==> src/rtl/prog_counter.sv <==
// Programmable up/down counter. It has a run-time direction, a writable limit,
// and wrap or saturate behaviour. It provides a combinational carry for cascading stages.
module prog_counter #(
    parameter int COUNT_WIDTH   = 5,
    parameter int COUNT_LIMIT   = 10,
    parameter int UP_DOWN_COUNT = 1,
    parameter int SATURATE      = 0
) (
    input  logic                   clk,
    input  logic                   reset_n,
    input  logic                   clear,
    input  logic                   enable,
    input  logic                   load,
    input  logic [COUNT_WIDTH-1:0] load_value,
    input  logic                   dir,
    input  logic                   limit_wr,
    input  logic [COUNT_WIDTH-1:0] limit_in,
    output logic [COUNT_WIDTH-1:0] count,
    output logic [COUNT_WIDTH-1:0] limit,
    output logic                   at_term,
    output logic                   carry,
    output logic                   wrap
);

    localparam logic [COUNT_WIDTH-1:0] RST_LIMIT = COUNT_LIMIT[COUNT_WIDTH-1:0];
    localparam logic [COUNT_WIDTH-1:0] RST_COUNT = (UP_DOWN_COUNT != 0) ? '0 : RST_LIMIT;
    localparam logic                   SAT       = (SATURATE != 0);

    logic [COUNT_WIDTH-1:0] count_q, count_d;
    logic [COUNT_WIDTH-1:0] limit_q, limit_d;
    logic                   wrap_q, wrap_d;
    logic [COUNT_WIDTH-1:0] term_val, start_val;

    always_comb begin
        term_val  = dir ? limit_q : '0;
        start_val = dir ? '0 : limit_q;
        at_term   = (count_q == term_val);
        carry     = enable & at_term & ~SAT;
    end

    // Every count decision compares against the stored limit, even on an edge that rewrites it.
    always_comb begin
        count_d = count_q;
        wrap_d  = 1'b0;
        if (clear) begin
            count_d = start_val;
        end else if (load) begin
            count_d = (load_value > limit_q) ? limit_q : load_value;
        end else if (enable) begin
            if (dir) begin
                if (count_q < limit_q) begin
                    count_d = count_q + 1'b1;
                end else if (SAT) begin
                    count_d = limit_q;
                end else begin
                    count_d = '0;
                    wrap_d  = 1'b1;
                end
            end else begin
                if (count_q > limit_q) begin
                    count_d = limit_q;
                end else if (count_q != '0) begin
                    count_d = count_q - 1'b1;
                end else if (!SAT) begin
                    count_d = limit_q;
                    wrap_d  = 1'b1;
                end
            end
        end
    end

    always_comb begin
        limit_d = limit_wr ? limit_in : limit_q;
    end

    always_ff @(posedge clk or negedge reset_n) begin
        if (!reset_n) begin
            count_q <= RST_COUNT;
            limit_q <= RST_LIMIT;
            wrap_q  <= 1'b0;
        end else begin
            count_q <= count_d;
            limit_q <= limit_d;
            wrap_q  <= wrap_d;
        end
    end

    assign count = count_q;
    assign limit = limit_q;
    assign wrap  = wrap_q;

endmodule

==> config.mk <==
export PLATFORM = sky130hd
export DESIGN_NAME = prog_counter
export DESIGN_NICKNAME = d
export VERILOG_FILES = /design/src/rtl/prog_counter.sv
export SDC_FILE = /design/constraint.sdc
export NUM_CORES = 1
export LEC_CHECK = 0
export ABC_AREA = 1
export CAP_MARGIN = 30
export CELL_PAD_IN_SITES_DETAIL_PLACEMENT = 2
export CELL_PAD_IN_SITES_GLOBAL_PLACEMENT = 2
export CORE_UTILIZATION = 29
export CTS_BUF_LIST = sky130_fd_sc_hd__clkbuf_8
export CTS_CLUSTER_SIZE = 20
export DETAILED_ROUTE_END_ITERATION = 16
export GPL_TIMING_DRIVEN = 0
export PLACE_DENSITY_LB_ADDON = 0.1
export SLEW_MARGIN = 20
export SYNTH_ARGS = -nofsm -noshare
export SYNTH_HDL_FRONTEND = slang
export SYNTH_SLANG_ARGS = --single-unit
==> constraint.sdc <==
create_clock -name clk -period 5.7 [get_ports clk]
set_clock_uncertainty 0.05 [all_clocks]
set_input_delay 0.855 -clock clk [delete_from_list [all_inputs] [get_ports clk]]
set_output_delay 0.855 -clock clk [all_outputs]
set_load 0.02 [all_outputs]
==> impl_metrics.ini <==
[cells_and_area]
num_antenna_cells = 0
utilization_pct = 39.9
nNetsFinal = 249
synthToLayoutAreaGrowth_pct = 30.6
drive_gt1_share_pct = 12.3
fill_cells = 509

[die]
dieArea_mm2 = 0.00454
die_y_um = 67.4
core_area_mm2 = 0.00406
rows = 23
boundaryPins = 30
start_util_pct = 30.5
dieWidth_um = 67.4

[pwr]
pwr-share-clk_pct = 18.4
internal_power_uw = 235
p_switching_uw = 201
sequentialPowerShare_pct = 25.3
peakVddDrop_mv = 0.113
combinationalPowerShare_pct = 56.3
power.density_mw_per_mm2 = 269
power.leakage_nw = 0.792
swShare_pct = 46.1

[synthesis]
synth_area_per_cell_um2 = 6.59
synth.distinct_cells = 28
synthesis.area_mm2 = 0.00124
yosysSeqAreaShare_pct = 22.4
syn_inst = 188
synth_top_area_cell = dfrtp_1
ys_seq_elements = 11
synthesis.nets = 217
yosysTopAreaCellShare_pct = 18.2
synth_area_leaders = dfrtp_1 (18%), nand2_1 (16%), ha_1 (12%)
synth_warnings = 0

[setup_path]
cp.required_ns = 4.80
critical_path_class = input pin to output port
rr_worst_depth = 12
arrival_ns = 2.22
critPathLaunchType = input pin
crit_start = dir
worstSetupEndpointType = output port
crit_fanout = 8
timing.rr.end = count[2]$_DFFE_PN0P_
timing.rr.start = limit[1]$_DFFE_PN1P_
ff2ff_setup_slack_ns = 3.47
crit_path_end = carry

[routing]
routedWlPerCell_um = 16.3
dr.pass1.iters = 4
vias = 1332
wl_um = 4380
drtIter0Drc = 38
viasPerCell = 4.95
route.antenna.remaining_nets = 0
drc_errors = 0

[cts]
cts_buffer_depth = 2
cts_tree = built
clk_latency_ns = 0.25
cts-root-buf = clkbuf_8
cts_sinks = 11
cts_hold_buf = 0
postCtsSetupBuffers = 0
htreeDepth = 1
clkTransAtPathRegs_ns = 0.06
cts_buffers = 3
post_cts_resized = 0

[timing]
grt_setup_unrepaired = no
tightestPinTransition_ns = 0.524
setup_tns_ns = 0
slew_violations = 0
timing.final.crit_period_ns = 3.13
worst_slack_ns = 2.57
fmax_mhz = 320
finalHoldViolCount = 0
setup_viol = 0
whs_ns = 0.597
fin_crit_sh_pct = 54.9
max_slew_margin_pct = 65.0

[global_route]
grt_use_total_pct = 22.0
grt_pass1_wl_um = 7210
antenna_found_initial = 0
grt_remaining_overflow = 0
grt_max_degree = 12
grt_pass1_vias = 1428

[placement]
place_hpwl_um = 3690
io_buffers = 27
globalplace.congestion = 0.829
preCtsSetupSlack_ns = 2.56

[outcome]
outcome = completed

[min_path]
min_from = limit[3]$_DFFE_PN1P_
hp-class = register to register

[flow_run]
maxCapViolCount = 0
-- critical path: stages --
cell	delay [ns]
buf_4	0.13
inv_1	0.13
o21ai_0	0.18
nand3_1	0.12
nor3_1	0.18
clkdlybuf4s50_1	0.62
-- Yosys cell counts --
cell and instances:
dfstp_2 2, nor4_1 1, clkbuf_1 1, o21bai_1 1
nand3_1 10, inv_1 26, nor2_2 3, xnor2_1 1
a21oi_2 2, nand3_4 1, nand2_2 4, o21ai_0 9
buf_6 1, dfrtp_1 9, nor2_4 2, nor2_1 13
ha_1 12, inv_2 3, nand4_1 1, o21ai_1 6
xor2_1 8, nor3_1 2, nand2_1 54, a21oi_1 11
buf_2 1, buf_4 1, nand3_2 1, nand2_4 2
-- kinds of logic (layout without fill, tap and decap cells) --
logic type	after synthesis	in the layout	share of synthesized area (%)
AOI/OAI and AO/OA	29	29	12.5
xor gates and xnor gates	9	9	6.36
adders and majority gates	12	12	12.1
buffers and inverters	33	64	11.0
DFF	11	11	22.4
and+or+nand+nor	94	94	35.6
-- how the worst min path moves through the flow --
stage	endpoint	slack [ns]	cells past startpoint
after floorplan	count[0]$_DFFE_PN0P_	0.51	0
after global routing	limit[3]$_DFFE_PN1P_	0.62	2
final	limit[3]$_DFFE_PN1P_	0.60	2
after detailed placement	limit[3]$_DFFE_PN1P_	0.60	2
after CTS	limit[3]$_DFFE_PN1P_	0.61	2
after global placement	limit[3]$_DFFE_PN1P_	0.61	2
-- per-layer routing --
| metal | share of wire, % | GRT usage [%] |
|---|---|---|
| met4 | 0.71 | 3.99 |
| met1 | 42 | 25.9 |
| met3 | 2.6 | 2.53 |
| met5 | 0 | 0 |
| met2 | 54 | 42.3 |
-- layout by cell type (no fill, tap or decap), types with 4 or more instances in the layout --
cell type	netlist	final
a21oi_1	11	11
clkdlybuf4s50_1	0	27
dfrtp_1	9	9
ha_1	12	12
inv_1	26	26
nand2_1	54	54
nand2_2	4	4
nand3_1	10	10
nor2_1	13	13
o21ai_0	9	9
o21ai_1	6	6
xor2_1	8	8
-- registers in the layout, summed over array words and instances (netlist names) --
register	cells
count	5
limit	5
wrap	1
-- power by group through the flow --
| stage | logic (mW) | registers, mW | clock network [mW] |
|---|---|---|---|
| CTS | 0.250 | 0.110 | 0.0826 |
| global route | 0.275 | 0.112 | 0.0853 |
| finish | 0.245 | 0.110 | 0.0803 |
| floorplan | 0.152 | 0.117 | 0 |
| detailed placement | 0.249 | 0.112 | 0 |
| global placement | 0.234 | 0.110 | 0 |
-- final cells by class --
cell class | count | area [um2] | area share, %
flip-flops and latches | 11 | 278 | 17.2
clock inverters | 1 | 5.00 | 0.309
plain buffers | 4 | 27.5 | 1.70
well taps | 50 | 62.6 | 3.87
repair buffers | 27 | 270 | 16.7
inverters | 29 | 109 | 6.73
multi-input cells | 144 | 825 | 51.0
clock buffers | 3 | 41.3 | 2.55
-- stage by stage --
step | std cells | cell area, um2 | power [mW]
final | 269 | 1620 | 0.435
after global routing | 269 | 1620 | 0.472
after CTS | 269 | 1620 | 0.443
after detailed placement | 265 | 1570 | 0.360
after global placement | 265 | 1570 | 0.344
after floorplan | 188 | 1240 | 0.269
No activity file was read; power rests on OpenSTA's default activity.
